### src/rtl/sync_fifo.sv
// Single-clock FIFO with occupancy count, programmable almost-full/almost-empty
// thresholds and overflow/underflow pulses. Define SYNC_FIFO_FWFT_EN for first-word-fall-through reads.
module sync_fifo #(
  parameter int ADDR_WIDTH    = 3,
  parameter int DATA_WIDTH    = 24,
  parameter int AFULL_THRESH  = 2**ADDR_WIDTH - 1,
  parameter int AEMPTY_THRESH = 1
) (
  input  logic                  clk,
  input  logic                  rst,
  input  logic                  wr_en,
  input  logic [DATA_WIDTH-1:0] wr_data,
  input  logic                  rd_en,
  output logic [DATA_WIDTH-1:0] rd_data,
  output logic                  rd_empty,
  output logic                  wr_full,
  output logic                  almost_full,
  output logic                  almost_empty,
  output logic [ADDR_WIDTH:0]   count,
  output logic                  overflow,
  output logic                  underflow
);

  localparam int CW = ADDR_WIDTH + 1;
  localparam int DEPTH = 2**ADDR_WIDTH;
  localparam logic [CW-1:0] DEPTH_C  = {1'b1, {ADDR_WIDTH{1'b0}}};
  localparam logic [CW-1:0] AFULL_C  = AFULL_THRESH[CW-1:0];
  localparam logic [CW-1:0] AEMPTY_C = AEMPTY_THRESH[CW-1:0];

  logic [DATA_WIDTH-1:0] mem [DEPTH];

  logic [ADDR_WIDTH-1:0] wr_ptr_q, wr_ptr_d;
  logic [ADDR_WIDTH-1:0] rd_ptr_q, rd_ptr_d;
  logic [CW-1:0]         count_q, count_d;
  logic                  rd_empty_q, wr_full_q, almost_full_q, almost_empty_q;
  logic                  overflow_q, underflow_q;
  logic [DATA_WIDTH-1:0] rd_data_q;
  logic                  wr_acc, rd_acc;

  assign wr_acc   = wr_en && !wr_full_q;
  assign rd_acc   = rd_en && !rd_empty_q;
  assign wr_ptr_d = wr_ptr_q + ADDR_WIDTH'(wr_acc);
  assign rd_ptr_d = rd_ptr_q + ADDR_WIDTH'(rd_acc);
  assign count_d  = count_q + CW'(wr_acc) - CW'(rd_acc);

  // Storage carries no reset; rd_empty keeps stale contents unobservable.
  always_ff @(posedge clk) begin
    if (wr_acc) begin
      mem[wr_ptr_q] <= wr_data;
    end
  end

  always_ff @(posedge clk or posedge rst) begin
    if (rst) begin
      wr_ptr_q       <= '0;
      rd_ptr_q       <= '0;
      count_q        <= '0;
      rd_empty_q     <= 1'b1;
      wr_full_q      <= 1'b0;
      almost_full_q  <= 1'b0;
      almost_empty_q <= 1'b1;
      overflow_q     <= 1'b0;
      underflow_q    <= 1'b0;
    end else begin
      wr_ptr_q       <= wr_ptr_d;
      rd_ptr_q       <= rd_ptr_d;
      count_q        <= count_d;
      rd_empty_q     <= (count_d == '0);
      wr_full_q      <= (count_d == DEPTH_C);
      almost_full_q  <= (count_d >= AFULL_C);
      almost_empty_q <= (count_d <= AEMPTY_C);
      overflow_q     <= wr_en && wr_full_q;
      underflow_q    <= rd_en && rd_empty_q;
    end
  end

`ifdef SYNC_FIFO_FWFT_EN
  logic [DATA_WIDTH-1:0] head_d;

  // A write landing at the new head slot must bypass the array, as mem is not yet updated.
  always_comb begin
    head_d = rd_data_q;
    if (count_d != '0) begin
      if (wr_acc && (wr_ptr_q == rd_ptr_d)) begin
        head_d = wr_data;
      end else begin
        head_d = mem[rd_ptr_d];
      end
    end
  end

  always_ff @(posedge clk or posedge rst) begin
    if (rst) begin
      rd_data_q <= '0;
    end else begin
      rd_data_q <= head_d;
    end
  end
`else
  always_ff @(posedge clk or posedge rst) begin
    if (rst) begin
      rd_data_q <= '0;
    end else if (rd_acc) begin
      rd_data_q <= mem[rd_ptr_q];
    end
  end
`endif

  assign rd_data      = rd_data_q;
  assign rd_empty     = rd_empty_q;
  assign wr_full      = wr_full_q;
  assign almost_full  = almost_full_q;
  assign almost_empty = almost_empty_q;
  assign count        = count_q;
  assign overflow     = overflow_q;
  assign underflow    = underflow_q;

endmodule

### config.mk
export PLATFORM = sky130hd
export DESIGN_NAME = sync_fifo
export DESIGN_NICKNAME = d
export VERILOG_FILES = /design/src/rtl/sync_fifo.sv
export SDC_FILE = /design/constraint.sdc
export NUM_CORES = 1
export LEC_CHECK = 0
export ABC_AREA = 1
export ABC_CLOCK_PERIOD_IN_PS = 4770
export BUFFER_PORTS_ARGS = -buffer_cell sky130_fd_sc_hd__buf_2
export CORE_MARGIN = 8
export CORE_UTILIZATION = 40
export CTS_BUF_LIST = sky130_fd_sc_hd__clkbuf_16
export DETAILED_ROUTE_END_ITERATION = 12
export PLACE_DENSITY = 0.58
export SLEW_MARGIN = 25
export SYNTH_ARGS = -nofsm -noshare
export SYNTH_HDL_FRONTEND = slang
export SYNTH_SLANG_ARGS = --single-unit
### constraint.sdc
create_clock -name clk -period 4.77 [get_ports clk]
set_clock_uncertainty 0.05 [all_clocks]
set_input_delay 0.954 -clock clk [delete_from_list [all_inputs] [get_ports clk]]
set_output_delay 0.954 -clock clk [all_outputs]
set_load 0.01 [all_outputs]
# --- Yosys cells after proc, flatten, opt, wreduce, memory -nomap -nowiden ---
# Memory sizes are Yosys's and may differ from the RTL's. A register that Yosys moved wholly into a read port is not among the register bits.
# Cells that the tools add are included.
# Widths: inputs -> output; s select.
word_totals:
  register_bits: 16
  mem_bits_rw: 192
  inputBits: 28
  out_inout_bits: 34
  memories: 1
classes:
  addsub: 4
  magnitude_cmp: 2
  eq_ne: 1
  muxes: 2
  n_reduce_logical: 7
memory_table:
  columns: ["memory", "depth", "width", "rd", "rd_ports_with_merged_regs", "wr", "line_no", "rtl"]
  rows:
  - ["mem", 8, 24, 1, 1, 1, "30", "logic [DATA_WIDTH-1:0] mem [DEPTH];"]
ops:
  columns: ["operator", "n"]
  rows:
  - ["$add 3x1->3", 2]
  - ["$add 4x1->4", 1]
  - ["$eq 4x4->1 const B", 1]
  - ["$ge 4x3->1 const B", 1]
  - ["$le 4x1->1 const B", 1]
  - ["$logic_and 1x1->1", 4]
  - ["$logic_not 4->1", 1]
  - ["$sub 4x1->4", 1]
  - ["$logic_not 1->1", 2]
  - ["$mux 1", 2]

# --- Logic depth before layout (Yosys ltp) ---
# Gate-level depths: netlist (run 1).
depth:
  word_depth: 5
  mapped_depth: 13
  depth_no_buf: 12

# --- Worst setup path after synthesis (run 1) ---
# Ideal clock, no wire load.
synth_timing:
  path_type: "input port to flip-flop"
  start: "input port rd_en"
  end: "register rd_empty_q (netlist: rd_empty)"
  setup_ns: 0.067
  arrival_ns: 2.836
  required_time_ns: 4.653
  path_slack_ns: 1.817
  cell_stages: 12
  path_buffers: 1
  path_cell_list: "inv_1 nor2_2 inv_2 clkbuf_1 nand2_1 nand2_1 ha_1 fa_1 xnor2_1 nand2_1 or2_2 nor2_1"
synth_between:
  elab_chain_cells: 3
synth_lines:
  columns: ["element", "line_no", "rtl"]
  rows:
  - ["start: declaration", "13", "input logic rd_en,"]
  - ["$logic_and 1x1->1", "41", "assign rd_acc = rd_en && !rd_empty_q;"]
  - ["$sub 4x1->4", "44", "assign count_d = count_q + CW'(wr_acc) - CW'(rd_acc);"]
  - ["$logic_not 4->1", "68", "rd_empty_q <= (count_d == '0);"]
  - ["end signal: assignment", "68", null]
  - ["end: declaration", "35", "logic rd_empty_q, wr_full_q, almost_full_q, almost_empty_q;"]
# No other way between the ends.

# --- Worst setup path after layout (run 1) ---
layout_timing:
  start: "input port rd_en"
  end: "register rd_empty_q (netlist: rd_empty)"
layout_between:
  elab_chain_cells: 3
layout_lines:
  columns: ["element", "line_no", "rtl"]
  rows:
  - ["$logic_and 1x1->1", "41", null]
  - ["$sub 4x1->4", "44", null]
  - ["via count_d[1]", "34", "logic [CW-1:0] count_q, count_d;"]
  - ["$logic_not 4->1", "68", null]
# The timed path passes the listed nets, and every way through them passes these cells.

==> results by group, run 1 <==
Status
  • Outcome: finished clean

Synthesis
  • Cell Area, Synth: 0.00969 mm^2
  • Top cells by area, synth: edfxtp_1 59%, nand2_1 12%, dfrtp_1 9.8%
  • Register area share after synthesis: approximately 70%
  • Netlist cell types: 22
  • Mapped Nets: 949
  • Top-area cell type share of the netlist area: 59.5%
  • Mapped Cells: 914
  • Mapped Avg Cell Area: 10.6 um^2
  • Post-synth top area cell: edfxtp_1
  • #FFs+latches synth: 232
  • Synth Warn #: 0

Critical path
  • FF-to-FF setup slack: 2.02 ns
  • CP top delay family: simple AND/OR/NAND/NOR gates
  • CP Max Fanout: 12
  • Worst path slowest cell: nor2_2
  • Reg2reg path depth: 9
  • Reg2reg start: rd_empty$_DFF_PP1_
  • Crit path arrival time: 3.32 ns
  • Critical Path Start Type: primary input
  • Critical path capture point type: flip-flop
  • CP Class: primary input to flip-flop
  • Crit-path cells: buf_2, inv_1, nor2_2, o21ai_0, nand2_1, ha_1, fa_1, inv_1, nand2_1, or2_2, nor2_1
  • Worst Path Required: 5.16 ns
  • Worst R2R End: rd_empty$_DFF_PP1_
  • CP Depth: 11
  • Worst path max stage delay: between 0.5 and 0.6 ns
  • Buf/Inv on CP: 3

Power and ir drop
  • Final Power: 6.43 mW
  • Pwr per Cell Area: between 500 and 600 mW/mm^2
  • Internal: 4.26 mW
  • Clock power frac: 28.6%
  • Sw frac: roughly a third
  • Leak: 4.99 nW
  • Worst VDD drop: 0.000321 V
  • P_sw: 2.16 mW
  • Logic pwr share: 28.7%
  • Sequential share of power: 42.7%

Layout
  • Storage cell area: about 0.0068 mm^2
  • Nets: 1011
  • Design area: 0.0111 mm^2
  • Layout cell share with drive strength beyond 1: a little over an eighth
  • Commonest non-fill, non-tap cell in the layout: nand2_1
  • Commonest cells after routing, fill and taps aside: 303 x nand2_1, 192 x edfxtp_1, 161 x inv_1
  • Layout area overhead: 14.5%
  • Fillers: ~2200
  • Area of the multi-input gates: 0.00210 mm^2
  • Antenna cells: 0

STA
  • Least-Margin Pin Slew: 0.804 ns
  • Slew Viols, Final: 0
  • Final min period: 2.93 ns
  • Crit share post-route: 61.5%
  • Slew margin rel.: between 40% and 50%
  • FMAX: 341 MHz
  • Setup violations, final: 0
  • Final hold vios: 0
  • Setup TNS: 0 ns
  • Unrepaired setup endpoints after global routing: no

Detailed routing
  • Total number of vias: between 6000 and 7000
  • Initial drt markers: 374
  • DRC viols: 0
  • Drt via density: between 4 and 5
  • First drt pass iteration count: 5
  • Final wirelength: approximately 21000 um
  • Post-route ant nets: 0
  • Avg WL per Cell: 15.9 um

Floorplan
  • I/O pin count: 62
  • Core Footprint: 0.0240 mm^2
  • Die area: 0.0295 mm^2
  • Initial Util: 40.3%
  • Die height: about 170 um
  • Width of the die: 172 um
  • Placement Rows: 57

Clock tree
  • # H-tree levels: 1
  • TritonCTS clock tree: built
  • Setup Buffers After CTS: 0
  • CTS sink count: 232
  • CTS resizes: 0
  • Cts bufs inserted: 25
  • Worst-Skew Late Latency: 0.51 ns
  • Clock transition at path regs: 0.06 ns
  • Clock Path Buffers: 3
  • Root Driver: clkbuf_16
  • Hold-fix buffer count after cts: 0

Run
  • MaxCap Viol Count: 0

Global route
  • Largest net degree at the start of global routing: 98
  • Vias in the first global route: 5830
  • Antenna violations before repair: 1
  • Total GRT Usage: 14.3%
  • First-pass GRT wire length: 32400 um
  • Grt ovf: 0

Placed design
  • Detailed placement HPWL: 11300 um
  • Port bufs: 61
  • Post-placement cell area: 0.0103 mm^2
  • Global placement routability congestion: approximately 0.71

Hold path
  • Hold Path Depth: 2
  • Min-delay src: rd_data[21]$_DFFE_PP0P_
  • Hold Path End: rd_data[21]$_DFFE_PP0P_
  • Worst hold path class: flip-flop to flip-flop
-- cell usage after synthesis --
cell type	number
inv_2	1
buf_6	5
clkbuf_1	5
buf_2	23
buf_4	4
dfrtp_1	38
inv_1	160
buf_1	3
nand3_1	147
xor2_1	3
o21ai_0	1
inv_4	1
xnor2_1	1
nand2_1	303
fa_1	1
edfxtp_1	192
nor2_2	1
ha_1	6
nor2_1	15
or2_2	1
a21oi_1	1
dfstp_2	2
-- flip-flops by register name, summed over array words and instances (netlist names) --
name          flops
wr_ptr_q          3
underflow         1
rd_data          24
rd_ptr_q          3
wr_full           1
almost_full       1
overflow          1
almost_empty      1
count             4
rd_empty          1
mem             192
-- metal layers --
| layer | part of all wire (%) | track usage, % | up-vias |
|---|---|---|---|
| li1 | - | - | 3052 |
| met2 | 49 | 24.7 | 116 |
| met1 | 44 | 18.4 | 2899 |
| met3 | 4.8 | 2.16 | 36 |
| met5 | 0.038 | 0 | - |
| met4 | 1.9 | 4.12 | 2 |
-- stage by stage --
step           hold slack (ns)  setup WS (ns)  std cells  util [%]
2_1_floorplan            0.433           1.82        914         -
3_3_place_gp             0.407           1.37       1273      42.8
3_5_place_dp             0.410           1.27       1273      42.9
4_1_cts                  0.426           1.80       1318      46.2
5_1_grt                  0.438           1.63       1318      46.2
6_report                 0.420           1.84       1318      46.2
-- worst max path at each step --
| stage | slack (ns) | end | from |
|---|---|---|---|
| floorplan | 1.82 | rd_empty$_DFF_PP1_ | rd_en |
| global placement | 1.37 | rd_empty$_DFF_PP1_ | rd_en |
| detailed placement | 1.27 | wr_full$_DFF_PP0_ | rd_en |
| CTS | 1.80 | rd_empty$_DFF_PP1_ | rd_en |
| global route | 1.63 | rd_empty$_DFF_PP1_ | rd_en |
| finish | 1.84 | rd_empty$_DFF_PP1_ | rd_en |
-- final cells by class --
cell class / instances / area share [%]
Multi-Input combinational cell: 480 / 18.9
Timing Repair Buffer: 75 / 3.73
Tap cell: 324 / 3.65
Sequential cell: 232 / 61.0
Clock buffer: 26 / 5.86
Inverter: 162 / 5.54
Clock inverter: 19 / 1.26
-- tightest hold or removal path: stages (launching register included) --
cell and delay [ns]:
dfrtp_1 0.34, nand2_1 0.05, nand2_1 0.05
-- kinds of logic (layout without fill, tap and decap cells) --
group / Yosys count / in the layout / synth area share [%]
adder cells (fa/ha/maj): 7 / 7 / 0.981
buffers and inverters: 202 / 282 / 8.69
XOR/XNOR: 4 / 4 / 0.361
AND/OR/NAND/NOR: 467 / 467 / 20.0
AO/OA/AOI/OAI: 2 / 2 / 0.103
flip-flops: 232 / 232 / 69.8
-- power by group through the flow --
stage                     clock network, mW  registers, mW  logic, mW
after floorplan                           0           2.83       1.22
after global placement                    0           2.78       1.86
after detailed placement                  0           2.78       1.88
after CTS                              1.89           2.74       1.88
after global routing                   1.97           2.78       2.08
final                                  1.84           2.74       1.84
Power figures use the tool's default switching activity.
==> run 2: changes to the inputs <==
--- a/config.mk
+++ b/config.mk
@@ -6,7 +6,7 @@
 export NUM_CORES = 1
 export LEC_CHECK = 0
 export ABC_AREA = 1
-export ABC_CLOCK_PERIOD_IN_PS = 4770
+export ABC_CLOCK_PERIOD_IN_PS = 2700
 export BUFFER_PORTS_ARGS = -buffer_cell sky130_fd_sc_hd__buf_2
 export CORE_MARGIN = 8
 export CORE_UTILIZATION = 40
==> constraint.sdc (replaced) <==
create_clock -name clk -period 2.7 [get_ports clk]
set_clock_uncertainty 0.05 [all_clocks]
set_input_delay 0.54 -clock clk [delete_from_list [all_inputs] [get_ports clk]]
set_output_delay 0.54 -clock clk [all_outputs]
set_load 0.01 [all_outputs]
==> run 2 against run 1 <==
  * Setup slack worse by 1.4 ns
  * Wire length is 1.4% lower
  * Combinational power is 79% higher
  * Critical path depth is 2 lower
  * Sequential power is 77% higher
  * Count of clock-buffer cells in the layout is 1 lower
  * Sequential cell count stayed put
  * Largest power group unchanged
  * Hold slack worse by 0.22 ns
  * Die area stayed put
  * Core utilization is 0.37 points higher
  * Power is 77% higher
  * Register-to-register slack worse by 1.6 ns
==> results by group, run 2 (same netlist as run 1, synthesis figures left out) <==
Clock tree
  • Clock transition at path regs: 0.06 ns (about the same)
  • Setup Buffers After CTS: 0 (unchanged)
  • # H-tree levels: 1 (unchanged)
  • Cts bufs inserted: 24 (was 25)
  • TritonCTS clock tree: built (unchanged)
  • Clock Path Buffers: 3 (unchanged)
  • Worst-Skew Late Latency: 0.50 ns (was 0.51 ns)
  • CTS sink count: 232 (unchanged)
  • Root Driver: clkbuf_16 (unchanged)

Critical path
  • Crit-path cells: nor2_2, o21ai_0, nand2_1, ha_1, fa_1, xnor2_1, nand2_1, or2_2, nor2_1 (was buf_2, inv_1, nor2_2, o21ai_0, nand2_1, ha_1, fa_1, inv_1, nand2_1, or2_2, nor2_1)
  • Crit path arrival time: 2.66 ns (was 3.32 ns)
  • CP top delay family: simple AND/OR/NAND/NOR gates (unchanged)
  • CP Max Fanout: 4 (was 12)
  • Critical path capture point type: flip-flop (unchanged)
  • FF-to-FF setup slack: 0.42 ns (was 2.02 ns)
  • Buf/Inv on CP: 0 (was 3)
  • Worst Path Required: 3.08 ns (was 5.16 ns)
  • Cell mode on critical path: nand2_1
  • Reg2reg path depth: 9 (unchanged)
  • Worst path slowest cell: dfstp_2 (was nor2_2)
  • Worst path max stage delay: 0.54 ns (was 0.53 ns)
  • CP Class: flip-flop to flip-flop (was primary input to flip-flop)
  • CP Depth: 9 (was 11)
  • Critical Path Start Type: flip-flop (was primary input)

Layout
  • Layout area overhead: 15.4% (was 14.5%)
  • Layout cell share with drive strength beyond 1: 13.4% (about the same)
  • Nets: 1022 (was 1011)
  • Storage cell area: 0.00677 mm^2 (unchanged)
  • Fin cells: 1329 (was 1318)
  • Commonest cells after routing, fill and taps aside: 303 x nand2_1, 192 x edfxtp_1, 165 x inv_1 (was 303 x nand2_1, 192 x edfxtp_1, 161 x inv_1)
  • Commonest non-fill, non-tap cell in the layout: nand2_1 (unchanged)
  • Antenna cells: 0 (unchanged)
  • Area of the multi-input gates: 0.00210 mm^2 (unchanged)
  • Fillers: 2249 (was 2196)
  • Largest Register: mem (unchanged)
  • Final core utilization: 46.5% (was 46.2%)
  • Max reg flops: 192 (unchanged)

Power and ir drop
  • Leak: 5.06 nW (was 4.99 nW)
  • Pwr per Cell Area: 1020 mW/mm^2 (was 579 mW/mm^2)
  • Worst VDD drop: 0.000562 V (was 0.000321 V)

Placed design
  • Port bufs: 61 (unchanged)
  • Placed Cells: 1284 (was 1273)
  • Global placement routability congestion: 0.754 (was 0.714)
  • Detailed placement HPWL: 11700 um (was 11300 um)

Detailed routing
  • First drt pass iteration count: 4 (was 5)
  • DRC viols: 0 (unchanged)
  • Total number of vias: 5979 (was 6105)
  • Final wirelength: 20600 um (was 20900 um)
  • Avg WL per Cell: 15.5 um (was 15.9 um)
  • Initial drt markers: 433 (was 374)
  • Drt via density: 4.50 (was 4.63)
  • Post-route ant nets: 0 (unchanged)

Hold path
  • Hold Path Depth: 3 (was 2)
  • Worst hold path class: primary input to flip-flop (was flip-flop to flip-flop)

Global route
  • Vias in the first global route: 5996 (was 5830)
  • Total GRT Usage: 14.3% (about the same)
  • First-pass GRT wire length: 32700 um (was 32400 um)
  • Grt ovf: 0 (unchanged)
  • Antenna violations before repair: 1 (unchanged)
  • Largest net degree at the start of global routing: 98 (unchanged)

Floorplan
  • I/O pin count: 62 (unchanged)
  • Die height: 172 um (unchanged)
  • Width of the die: 172 um (unchanged)
  • Core Footprint: 0.0240 mm^2 (unchanged)
  • Die area: 0.0295 mm^2 (unchanged)
  • Initial Util: 40.3% (unchanged)
  • Placement Rows: 57 (unchanged)

STA
  • Least-Margin Pin Slew: 0.666 ns (was 0.804 ns)
  • FMAX: 439 MHz
  • Setup TNS: 0 ns (unchanged)
  • Setup violations, final: 0 (unchanged)
  • Final hold vios: 0 (unchanged)
  • Slew margin rel.: 55.6% (was 46.4%)
  • Final hold slack: 0.197 ns (was 0.420 ns)
  • Unrepaired setup endpoints after global routing: no (unchanged)
  • Slew Viols, Final: 0 (unchanged)
  • Final min period: 2.28 ns
  • Crit share post-route: around 84%

Run
  • MaxCap Viol Count: 0 (unchanged)

Status
  • Outcome: finished clean (unchanged)
[run 2: changes by cell type in the layout (fill, tap and decap cells not counted), sizes merged]
cell and delta:
clkinv +1, buf +11, bufinv +1, dlygate4sd3 +1, clkinvlp -2, clkbuf -1
[run 2: path summary, 6_finish.rpt]
check,endpoint,startpoint
min,underflow$_DFF_PP0_,rd_en
max in group asynchronous,rd_ptr_q[0]$_DFF_PP0_,rst
min reg2reg,rd_data[10]$_DFFE_PP0P_,rd_data[10]$_DFFE_PP0P_
max reg2reg,rd_empty$_DFF_PP1_,rd_empty$_DFF_PP1_
max,rd_empty$_DFF_PP1_,rd_empty$_DFF_PP1_
min in group asynchronous,rd_data[7]$_DFFE_PP0P_,rst
[run 2: what timing repair did]
| item | CTS | global route |
|---|---|---|
| endpoints found under the hold margin | 7 | 0 |
| hold buffers | 1 | 0 |
| gates resized for setup | 0 | 0 |
[run 2: report_power, final]
part           switching, mW  internal, mW  total [mW]
Sequential             0.235          4.61        4.84
Combinational           2.26          1.05        3.30
Clock                   1.28          1.95        3.24
Total                   3.78          7.61        11.4
[run 2: through the flow]
step                power [mW]  instance area (um^2)  setup slack (ns)
global route              12.1                 11200             0.274
finish                    11.4                 11200             0.421
detailed placement        8.26                 10400             0.267
floorplan                 7.15                  9690             0.161
CTS                       11.5                 11200             0.427
global placement          8.22                 10400             0.321
[run 2: metal layers]
layer  routed length (um)  track usage [%]  vias up  part of all wire [%]
met1                 9140             18.4     2770                    44
met4                  286             3.33        2                   1.4
met5                   13                0        -                 0.063
met2                10100             25.0      112                    49
met3                 1030             2.25       24                   5.0
li1                     -                -     3071                     -
[run 2: area by class of cell]
type	instances	share of cell area, %
inverters	162	5.46
clock buffers	25	5.59
flip-flops and latches	232	60.5
multi-input cells	480	18.8
repair buffers	87	4.61
well taps	324	3.62
clock inverters	19	1.40
[run 2: worst reg2reg max path, stage by stage (launching register included)]
cell and delay [ns]:
dfstp_2 0.54, nor2_2 0.06, o21ai_0 0.11, nand2_1 0.11
ha_1 0.22, fa_1 0.38, xnor2_1 0.23, nand2_1 0.10
or2_2 0.30, nor2_1 0.11
